File: config.mk
export PLATFORM = sky130hd
export DESIGN_NAME = jesd_tpl_profile_ctrl
export DESIGN_NICKNAME = d
export VERILOG_FILES = /design/src/rtl/jesd_tpl_profile_pkg.sv /design/src/rtl/jesd_tpl_profile_fsm.sv /design/src/rtl/jesd_tpl_profile_ctrl.sv
export SDC_FILE = /design/constraint.sdc
export NUM_CORES = 1
export LEC_CHECK = 0
export ABC_AREA = 1
export BUFFER_PORTS_ARGS = -buffer_cell sky130_fd_sc_hd__buf_2
export CAP_MARGIN = 20
export CELL_PAD_IN_SITES_DETAIL_PLACEMENT = 1
export CELL_PAD_IN_SITES_GLOBAL_PLACEMENT = 2
export CORE_AREA = 5 5 88 90
export DETAILED_ROUTE_END_ITERATION = 8
export DIE_AREA = 0 0 93 95
export PLACE_DENSITY_LB_ADDON = 0.2
export SYNTH_ARGS = -nofsm -noshare
export SYNTH_HDL_FRONTEND = slang
export SYNTH_SLANG_ARGS = --single-unit
File: constraint.sdc
create_clock -name up_clk -period 1.6 [get_ports up_clk]
set_input_delay 0.08 -clock up_clk [delete_from_list [all_inputs] [get_ports up_clk]]
set_output_delay 0.08 -clock up_clk [all_outputs]
set_load 0.02 [all_outputs]
File: src/rtl/jesd_tpl_profile_pkg.sv
// Shared definitions for the JESD TPL profile controller: register map,
// descriptor field positions and the profile-switch state encoding.
package jesd_tpl_profile_pkg;

  localparam int unsigned MAX_PROFILES = 16;
  localparam int unsigned PROFILE_W    = 4;

  // up-bus word page 0x80-0xFF (byte offsets 0x0200-0x03FC)
  localparam logic [6:0]  WINDOW_PAGE  = 7'h01;
  localparam logic [13:0] ADDR_CNTRL   = 14'h0080;
  localparam logic [13:0] ADDR_STATUS  = 14'h0081;
  localparam logic [13:0] ADDR_DESC1   = 14'h0090;
  localparam logic [13:0] ADDR_DESC2   = 14'h0091;

  localparam int unsigned STATUS_SWITCH_ERR_BIT = 8;
  localparam int unsigned DESC_F_LSB  = 24;
  localparam int unsigned DESC_S_LSB  = 16;
  localparam int unsigned DESC_L_LSB  = 8;
  localparam int unsigned DESC_M_LSB  = 0;
  localparam int unsigned DESC_NP_LSB = 8;
  localparam int unsigned DESC_N_LSB  = 0;

  typedef enum logic [1:0] {
    ST_IDLE = 2'd0,
    ST_REQ  = 2'd1,
    ST_DONE = 2'd2
  } profile_state_t;

  function automatic logic [7:0] profile_byte(
    input logic [MAX_PROFILES*8-1:0] tbl,
    input logic [PROFILE_W-1:0]      idx
  );
    return tbl[{idx, 3'b000} +: 8];
  endfunction

endpackage

File: src/rtl/jesd_tpl_profile_fsm.sv
// Profile-switch sequencer: CNTRL selection register, req/ack handshake with the
// TPL datapath and the active-profile register. Timeout under JESD_TPL_PROFILE_TIMEOUT_EN.
module jesd_tpl_profile_fsm
  import jesd_tpl_profile_pkg::*;
#(
  parameter int unsigned NUM_PROFILES   = 1,
  parameter int unsigned TIMEOUT_CYCLES = 1024
) (
  input  logic                 clk,
  input  logic                 rst_n,
  input  logic                 cntrl_wr,
  input  logic [PROFILE_W-1:0] cntrl_data,
  input  logic                 profile_switch_ack,
  output logic [PROFILE_W-1:0] profile_sel,
  output logic [PROFILE_W-1:0] profile_active,
  output logic [PROFILE_W-1:0] profile_next,
  output logic                 profile_switch_req,
  output logic                 profile_busy,
  output logic                 switch_err
);

  profile_state_t state, state_nxt;
  logic sel_ok;
  logic start;
  logic ack_hit;
  logic timeout;

  // A CNTRL write is only accepted in IDLE and for an implemented profile.
  assign sel_ok  = cntrl_wr && (state == ST_IDLE) &&
                   ({{(32-PROFILE_W){1'b0}}, cntrl_data} < NUM_PROFILES);
  assign start   = sel_ok && (cntrl_data != profile_active);
  assign ack_hit = (state == ST_REQ) && profile_switch_ack;

`ifdef JESD_TPL_PROFILE_TIMEOUT_EN
  localparam int unsigned CNT_W = (TIMEOUT_CYCLES > 2) ? $clog2(TIMEOUT_CYCLES) : 1;
  logic [CNT_W-1:0] to_cnt;

  assign timeout = (state == ST_REQ) && !profile_switch_ack &&
                   (to_cnt == CNT_W'(TIMEOUT_CYCLES - 1));

  always_ff @(posedge clk or negedge rst_n) begin
    if (!rst_n) begin
      to_cnt     <= '0;
      switch_err <= 1'b0;
    end else begin
      to_cnt <= (state == ST_REQ) ? to_cnt + CNT_W'(1) : '0;
      if (sel_ok)
        switch_err <= 1'b0;
      else if (timeout)
        switch_err <= 1'b1;
    end
  end
`else
  assign timeout    = 1'b0;
  assign switch_err = 1'b0;
`endif

  always_ff @(posedge clk or negedge rst_n) begin
    if (!rst_n)
      state <= ST_IDLE;
    else
      state <= state_nxt;
  end

  always_comb begin
    state_nxt = state;
    case (state)
      ST_IDLE: if (start) state_nxt = ST_REQ;
      ST_REQ: begin
        if (profile_switch_ack)
          state_nxt = ST_DONE;
        else if (timeout)
          state_nxt = ST_IDLE;
      end
      ST_DONE: state_nxt = ST_IDLE;
      default: state_nxt = ST_IDLE;
    endcase
  end

  always_comb begin
    profile_switch_req = (state == ST_REQ);
    profile_busy       = (state != ST_IDLE);
  end

  always_ff @(posedge clk or negedge rst_n) begin
    if (!rst_n) begin
      profile_sel    <= '0;
      profile_next   <= '0;
      profile_active <= '0;
    end else begin
      if (sel_ok)
        profile_sel <= cntrl_data;
      else if (timeout)
        profile_sel <= profile_active;
      if (start)
        profile_next <= cntrl_data;
      if (ack_hit)
        profile_active <= profile_next;
    end
  end

endmodule

File: src/rtl/jesd_tpl_profile_ctrl.sv
// up_tpl_common register slave and profile-switch controller for the JESD TPL.
// Optional ack timeout and STATUS.SWITCH_ERR enabled by JESD_TPL_PROFILE_TIMEOUT_EN.
module jesd_tpl_profile_ctrl
  import jesd_tpl_profile_pkg::*;
#(
  parameter int unsigned                   NUM_PROFILES   = 1,
  parameter logic [MAX_PROFILES*8-1:0]     PROFILES_F     = {MAX_PROFILES{8'd1}},
  parameter logic [MAX_PROFILES*8-1:0]     PROFILES_S     = {MAX_PROFILES{8'd1}},
  parameter logic [MAX_PROFILES*8-1:0]     PROFILES_L     = {MAX_PROFILES{8'd1}},
  parameter logic [MAX_PROFILES*8-1:0]     PROFILES_M     = {MAX_PROFILES{8'd1}},
  parameter logic [MAX_PROFILES*8-1:0]     PROFILES_N     = {MAX_PROFILES{8'd16}},
  parameter logic [MAX_PROFILES*8-1:0]     PROFILES_NP    = {MAX_PROFILES{8'd16}},
  parameter int unsigned                   TIMEOUT_CYCLES = 1024
) (
  input  logic        up_clk,
  input  logic        up_rstn,
  input  logic        up_wreq,
  input  logic [13:0] up_waddr,
  input  logic [31:0] up_wdata,
  output logic        up_wack,
  input  logic        up_rreq,
  input  logic [13:0] up_raddr,
  output logic [31:0] up_rdata,
  output logic        up_rack,
  output logic [3:0]  profile_active,
  output logic [3:0]  profile_next,
  output logic        profile_switch_req,
  input  logic        profile_switch_ack,
  output logic        profile_busy
);

  localparam logic [PROFILE_W-1:0] PROFILE_NUM = PROFILE_W'(NUM_PROFILES - 1);

  logic                 wr_win;
  logic                 rd_win;
  logic                 cntrl_wr;
  logic [PROFILE_W-1:0] cntrl_data;
  logic [PROFILE_W-1:0] profile_sel;
  logic                 switch_err;
  logic [31:0]          rd_mux;
  logic                 unused_wdata;

  assign wr_win       = up_wreq && (up_waddr[13:7] == WINDOW_PAGE);
  assign rd_win       = up_rreq && (up_raddr[13:7] == WINDOW_PAGE);
  assign unused_wdata = ^up_wdata[31:PROFILE_W];

  // CNTRL writes are staged one cycle so the FSM acts on the acked write.
  always_ff @(posedge up_clk or negedge up_rstn) begin
    if (!up_rstn) begin
      up_wack    <= 1'b0;
      cntrl_wr   <= 1'b0;
      cntrl_data <= '0;
    end else begin
      up_wack    <= wr_win;
      cntrl_wr   <= wr_win && (up_waddr == ADDR_CNTRL);
      cntrl_data <= up_wdata[PROFILE_W-1:0];
    end
  end

  jesd_tpl_profile_fsm #(
    .NUM_PROFILES   (NUM_PROFILES),
    .TIMEOUT_CYCLES (TIMEOUT_CYCLES)
  ) u_fsm (
    .clk                (up_clk),
    .rst_n              (up_rstn),
    .cntrl_wr           (cntrl_wr),
    .cntrl_data         (cntrl_data),
    .profile_switch_ack (profile_switch_ack),
    .profile_sel        (profile_sel),
    .profile_active     (profile_active),
    .profile_next       (profile_next),
    .profile_switch_req (profile_switch_req),
    .profile_busy       (profile_busy),
    .switch_err         (switch_err)
  );

  always_comb begin
    rd_mux = '0;
    case (up_raddr)
      ADDR_CNTRL:  rd_mux[PROFILE_W-1:0] = profile_sel;
      ADDR_STATUS: begin
        rd_mux[PROFILE_W-1:0]         = PROFILE_NUM;
        rd_mux[STATUS_SWITCH_ERR_BIT] = switch_err;
      end
      ADDR_DESC1: begin
        rd_mux[DESC_F_LSB +: 8] = profile_byte(PROFILES_F, profile_active);
        rd_mux[DESC_S_LSB +: 8] = profile_byte(PROFILES_S, profile_active);
        rd_mux[DESC_L_LSB +: 8] = profile_byte(PROFILES_L, profile_active);
        rd_mux[DESC_M_LSB +: 8] = profile_byte(PROFILES_M, profile_active);
      end
      ADDR_DESC2: begin
        rd_mux[DESC_NP_LSB +: 8] = profile_byte(PROFILES_NP, profile_active);
        rd_mux[DESC_N_LSB +: 8]  = profile_byte(PROFILES_N, profile_active);
      end
      default: rd_mux = '0;
    endcase
  end

  always_ff @(posedge up_clk or negedge up_rstn) begin
    if (!up_rstn) begin
      up_rack  <= 1'b0;
      up_rdata <= '0;
    end else begin
      up_rack  <= rd_win;
      up_rdata <= rd_win ? rd_mux : '0;
    end
  end

endmodule

Word-level counts from Yosys, hierarchy flattened
Index checks and enable logic that the tools add are counted.
- logic and storage cells: 41
- input port bits: 65
- flip-flop bits (word level): 53
- shifts and indexed selects: 2
- reduce and logical (&&, ||, !) cells: 10
- equality and inequality tests: 10
- mux-type cells: 9
- $lt $le $gt $ge: 1
- operators by type and width (kind ; number):
    $shiftx 128x8->8 const A ; 2
    $eq 14x8->1 const B ; 4
    $mux 32 ; 1
    $mux 16 ; 1
    $eq 7x1->1 const B ; 2
    $pmux 7 s2 ; 1
    $pmux 4 s3 ; 1
    $pmux 4 s2 ; 1
    $logic_and 1x1->1 ; 7
    $lt 4x1->1 const B ; 1
    $mux 2 ; 2
    $ne 2x1->1 const B ; 2
    $ne 4x4->1 ; 1
    $pmux 2 s2 ; 1
    $eq 2x1->1 const B ; 1
    $logic_not 2->1 ; 1
    $pmux 1 s2 ; 1
    $reduce_and 2->1 ; 1
    $reduce_bool 2->1 ; 1

Logic depth before layout (Yosys ltp)
Gate-level depths: netlist of run 1.
- depth after elaboration: 6
- mapped depth: 7

Modules after synthesis
Synthesis of run 1 repeated with hierarchy kept, for this count alone.
- cell total of the unflattened synthesis: 171
- area, all modules: 1443.9 µm²
- modules (own cells, without submodules) (module ; cells an instance ; area each (µm²) ; seq. area each (µm²) ; instances):
    jesd_tpl_profile_ctrl ; 95 ; 817.0 ; 350.3 ; 1
    jesd_tpl_profile_fsm ; 76 ; 626.9 ; 350.3 ; 1

Worst setup path before layout of run 1
No wires, ideal clock.
- path kind: register to register
- start point: reg u_fsm.profile_active[2]
- end point: reg u_fsm.state[0]
- arrival: 0.931 ns
- stages on the path, launching flop included: 8
- library setup time: 0.117 ns
- slack: 0.552 ns
- clock period less this slack: 1.048 ns
- path buffers: 0
- required time: 1.483 ns
- cell sequence: dfrtp_1 inv_1 nand2_1 nand2_1 nor2_1 nand2_2 nand2_1 nand2_1
- cells in the longest elaborated chain, start to end: 4
- RTL lines (element ; RTL line ; source):
    from (decl) ; jesd_tpl_profile_fsm.sv:15 ; output logic [PROFILE_W-1:0] profile_active,
    from (signal assigned) ; jesd_tpl_profile_fsm.sv:98 ; profile_active <= profile_next;
    $ne 4x4->1 ; jesd_tpl_profile_fsm.sv:31 ; assign start = sel_ok && (cntrl_data != profile_active);
    $logic_and 1x1->1 ; jesd_tpl_profile_fsm.sv:31 ;
    $ne 2x1->1 (no line) ; -- ;
    $reduce_and 2->1 (no line) ; -- ;
    to (signal assigned) ; jesd_tpl_profile_fsm.sv:62 ; state <= state_nxt;
    to (decl) ; jesd_tpl_profile_fsm.sv:22 ; profile_state_t state, state_nxt;
Every way passes these cells.
A chain may end at the register's enable or synchronous reset.

Worst setup path in the final report of run 1
- start point: reg u_fsm.state[1]
- end point: out profile_switch_req
- cells in the longest elaborated chain, start to end: 1
- RTL lines (element ; RTL line ; source):
    $eq 2x1->1 ; jesd_tpl_profile_fsm.sv:81 ; profile_switch_req = (state == ST_REQ);
    to (decl) ; jesd_tpl_profile_ctrl.sv:27 ; output logic profile_switch_req,
Every way passes these cells.

==> results.txt, run 1 <==
IO Port Bufs -> 57
number of distinct library cells after synthesis -> 22
fill count -> 853
ant diodes -> 0
status -> complete, no violations
area share of the largest cell type after synthesis -> 49.00%
gr ovfl total -> 0
Ys Warns -> 0
total die area -> 8835 um2
WS Path Type -> flip-flop to primary output
Residual DRC -> 0
mapped cell area -> 1379 um2
Post-DP HPWL -> 2644 um
DRT antenna net count -> 0
vias in the first global route -> 1054
worst endpoint required time -> 1.52 ns
met3 routed WL -> 221 um
1st-iter DRT viols -> 8
Placement Rows -> 31
initial core utilization -> 19.75%
Pre-antenna DRT Iters -> 2
top cell type by total area after synthesis -> dfrtp_1
Die Span Y -> 95 um
met1 WL -> 1213 um
data arrival time at the worst-slack endpoint -> 1.02 ns
Routed WL per cell -> 10.56 um
CP startpoint kind -> flip-flop
clk_skew -> 0.0009817 ns
Via-to-Cell Ratio -> 3.559
final core occ -> 25.05%
leakage power total -> 1.010 nW
Min-Delay Path Class -> input pin to flip-flop
met2 routed wirelength -> 1656 um
Die Wd -> 93 um
final hold violations -> 0
Max FO, Critical Path -> 2
area of the core -> 6982 um2
top cells by area, synth -> dfrtp_1, buf_4, nand2_1
total number of vias -> 1064
Worst Max-Slew Pin Slew -> 0.6215 ns
layout cells sized above 1 -> 38.25%
ys flop type -> dfrtp_1
CTS tree -> done
clock sink count -> 27
shortest period the worst path allows -> 1.096 ns
antenna violations before repair -> 0
Placer Congestion -> 0.6599
largest net degree at the start of global routing -> 28
Skew-Pair Late Insertion Delay -> 0.27 ns
top layer in use -> met4
global-route wire length before repair -> 4802 um
I/O Pins -> 109
register area share after synthesis -> 49.00%
Yosys reg bits -> 27
most common cell in the netlist -> dfrtp_1
RSZ-0062 raised after global routing -> no
max_slew headroom -> 58.57%
total CTS buffers -> 3
r2r setup slk -> 0.53 ns
mean area per synthesized cell -> 8.896 um2
EDFF count, synth -> 0
TNS Setup -> 0 ns
fmax -> 912.6 MHz
Post-Route WL -> 3158 um
Worst-path clk slew -> 0.09 ns
Clock Root Buffer -> clkbuf_8
setup bufs post-CTS -> 0
Final setup viols -> 0
fin. max-slew vios -> 0
maxcap violations -> 0
GRT Util Overall -> 6.972%
Max IR drop VDD -> 0.0002047 V
post-CTS sizing -> 0
H-tree Lvls -> 1
fin crit share -> 68.49%
cell area power density -> 704.0 nW/um2
synthesized instance count -> 155
synthesis-to-layout area growth -> 26.86%
CP endpoint kind -> primary output
Total Power -> 1.231 mW
final net count -> 283
clock buffer depth -> 2
Async S/R FF share, synth -> 100.0%
most frequent cells after synthesis -> dfrtp_1, buf_4, nand2_1
## cell type report
class	instances	area [um2]	share of cell area (%)
tap	82	102.6	5.865
sequential	27	675.6	38.63
multi-input combinational	99	496.7	28.40
inverter	25	93.84	5.365
clock buffer	4	45.04	2.575
timing repair buffer	62	335.3	19.17
## per-layer routing
layer	vias up	GRT usage (%)
met3	5	1.514
met2	37	12.66
met4	0	3.663
met5	-	0
li1	536	-
met1	486	7.580
## timing repair
item | in CTS | in global routing
hold buffers | 5 | 0
hold endpoints to repair | 31 | 0
endpoints found under the setup margin | 0 | 0
## final timing paths
path | start | end | cells after the start
worst max-delay path | u_fsm.state[1] | profile_switch_req | 4
worst min-delay path | up_wreq | up_wack | 3
worst max register to register | u_fsm.profile_active[2] | u_fsm.state[0] | 7
worst min register to register | u_fsm.profile_sel[3] | u_fsm.profile_sel[3] | 2
max in group asynchronous | up_rstn | up_rdata[0] | 2
min in group asynchronous | up_rstn | u_fsm.profile_active[1] | 2
## worst max-delay path, cell delays in order, from the launching register on
cell,delay (ns)
dfrtp_1,0.40
inv_1,0.06
nand2_1,0.07
inv_2,0.07
buf_2,0.16
## cells by family (layout without fill, tap and decap cells)
logic type	Yosys count	after routing	share of synthesized area (%)
AOI/OAI and AO/OA	9	9	4.536
DFF	27	27	49.00
buffers and inverters	51	91	20.96
other	1	23	0.2720
and+or+nand+nor	67	67	25.23
## cell usage in the layout, fill, tap and decap left out, types with 4 or more instances in the layout
master	Yosys	layout
conb_1	1	23
inv_2	4	4
nor2_1	18	18
nand2_1	24	24
nor2_2	5	5
a21oi_2	4	4
nand3_1	5	5
inv_1	21	21
dlygate4sd3_1	0	5
buf_2	0	57
dfrtp_1	27	27
## registers in the layout, indices dropped and copies added, names as in the netlist
| name | count |
|---|---|
| up_rack | 1 |
| cntrl_data | 4 |
| u_fsm.profile_next | 4 |
| u_fsm.state | 2 |
| up_wack | 1 |
| u_fsm.profile_sel | 4 |
| up_rdata | 6 |
| cntrl_wr | 1 |
| u_fsm.profile_active | 4 |
## stage by stage
| step | hold slack, ns | instances | worst slack [ns] | area, um2 |
|---|---|---|---|---|
| after global placement | 0.1452 | 290 | 0.5136 | 1654 |
| after CTS | 0.05050 | 299 | 0.4836 | 1749 |
| after detailed placement | 0.1462 | 290 | 0.5098 | 1654 |
| after floorplan | -0.2156 | 177 | 0.5523 | 1461 |
| after global routing | 0.07216 | 299 | 0.4097 | 1749 |
| final | 0.05750 | 299 | 0.5042 | 1749 |
## power breakdown
group / leakage (nW) / internal [mW] / switching, mW
registers: 0.368 / 0.687 / 0.00359
logic: 0.619 / 0.0511 / 0.0995
clock network: 0.0228 / 0.178 / 0.212
total: 1.01 / 0.917 / 0.315
Power figures use the tool's default switching activity.
==> run 2: changes to the inputs <==
CORE_AREA = 5 5 90 92   (was 5 5 88 90)
DIE_AREA = 0 0 95 97   (was 0 0 93 95)
clock period = 1.08 ns   (was 1.6 ns; I/O delays follow)
==> results.txt, run 2 (same netlist as run 1, synthesis figures left out) <==
clk_skew -> 0.01101 ns
shortest period the worst path allows -> 1.079 ns
Max IR drop VDD -> 0.0004730 V
ant diodes -> 0
1st-iter DRT viols -> 26
Worst-path clk slew -> 0.10 ns
Residual DRC -> 0
Top reg by flops -> up_rdata
fin crit share -> 99.87%
Placer Congestion -> 0.6507
layout cells sized above 1 -> 42.34%
global-route wire length before repair -> 5513 um
Placement Setup Slack -> -0.001439 ns
DRT antenna net count -> 0
Post-DP HPWL -> 2737 um
maxcap violations -> 0
Logic pwr share -> 13.2%
total die area -> 9215 um2
cells along the critical path -> inv_1 > nand2_2 > inv_2 > buf_6
RSZ-0062 raised after global routing -> yes
gr ovfl total -> 0
CP endpoint kind -> primary output
setup bufs post-CTS -> 0
clock share of power -> 31.5%
Min-Delay Path Class -> input pin to flip-flop
IO Port Bufs -> 57
Slowest-stage cell, CP -> dfrtp_1
CP startpoint kind -> flip-flop
Clock Root Buffer -> clkbuf_8
initial core utilization -> 19.32%
fin. max-slew vios -> 0
Placed Area -> 1718 um2
post-route cell area -> 1887 um2
Cell Int Power -> 1.365 mW
commonest non-fill, non-tap cell in the layout -> buf_2
Final setup viols -> 0
final hold violations -> 0
worst endpoint required time -> 1.03 ns
Placement Rows -> 31
largest net degree at the start of global routing -> 17
final net count -> 288
area of the core -> 7137 um2
fmax -> 927.1 MHz
max reg flops -> 6
synthesis-to-layout area growth -> 36.84%
status -> complete, no violations
antenna violations before repair -> 0
setup ws final -> 0.001416 ns
cell area power density -> 979.1 nW/um2
Skew-Pair Late Insertion Delay -> 0.27 ns
WS Path Type -> flip-flop to primary output
CTS tree -> done
clock sink count -> 27
clock buffer depth -> 2
Via-to-Cell Ratio -> 3.511
Flop pwr share -> 55.3%
crit-path max cell delay -> 0.42 ns
Max FO, Critical Path -> 2
Final Non-Filler Cells -> 321
most frequent cells in the layout -> buf_2, dfrtp_1, nand2_1, conb_1, inv_1
Pre-antenna DRT Iters -> 3
final core occ -> 26.44%
leakage power total -> 1.056 nW
Routed WL per cell -> 10.24 um
Net Sw Frac -> 26.13%
total number of vias -> 1127
H-tree Lvls -> 1
GRT Util Overall -> 7.404%
Sw Pwr -> 0.4828 mW
placed cell count -> 311
I/O Pins -> 109
Die Wd -> 95 um
total CTS buffers -> 3
Post-Route WL -> 3287 um
vias in the first global route -> 1234
Die Span Y -> 97 um
data arrival time at the worst-slack endpoint -> 1.02 ns
[run 2: metal layers]
layer  share of wire (%)  GRT usage, %  routed length [um]  vias up
li1                    -             -                   -      550
met1                  43         9.130                1401      529
met2                  47         12.20                1553       48
met3                  10         3.413                 332        0
met4                   0        0.6659                   0        0
met5                   0             0                   0        -
[run 2: worst paths after layout]
| kind | startpoint | to | slack [ns] | cells after the start |
|---|---|---|---|---|
| max reg2reg | u_fsm.state[1] | u_fsm.profile_next[0] | 0.04 | 4 |
| max | u_fsm.state[1] | profile_switch_req | 0.001 | 4 |
| min | up_wreq | up_wack | 0.01 | 3 |
| min in group asynchronous | up_rstn | up_rdata[2] | 0.19 | 2 |
| max in group asynchronous | up_rstn | cntrl_data[0] | 0.50 | 3 |
| min reg2reg | u_fsm.profile_sel[3] | u_fsm.profile_sel[3] | 0.51 | 2 |
[run 2: power groups by stage]
stage                     combinational, mW  clock, mW  sequential [mW]
after global routing                  0.272      0.660             1.02
after global placement                0.220          0             1.04
final                                 0.243      0.582             1.02
after floorplan                       0.181          0             1.04
after detailed placement              0.222          0             1.04
after CTS                             0.239      0.624             1.02
[run 2: cell type report]
class,instances,area (um2)
fill,897,5250
sequential,27,675.6
multi-input combinational,100,548.0
timing repair buffer,66,396.6
tap,99,123.9
inverter,25,93.84
clock buffer,3,41.29
clock inverter,1,7.507
[run 2: timing repair]
item                                   CTS  global route
resized for setup                        7             9
pin swaps                                8            10
hold buffers                             5             0
gates cloned                             1             0
setup endpoints to repair                8            16
endpoints found under the hold margin   31             0
[run 2: stage by stage]
step	power (mW)	setup TNS (ns)	hold WS, ns
finish	1.847	0	0.01494
global placement	1.263	0	-0.03670
detailed placement	1.265	-0.001439	-0.03425
floorplan	1.224	0	-0.2416
global route	1.957	-0.2973	0.01148
CTS	1.886	-0.1355	0.004217
[run 2: worst max-delay path, delay by kind of cell (launching register included)]
family | cells | cell delay (ns)
simple gates | 1 | 0.05
flops | 1 | 0.42
buf+inv | 3 | 0.27
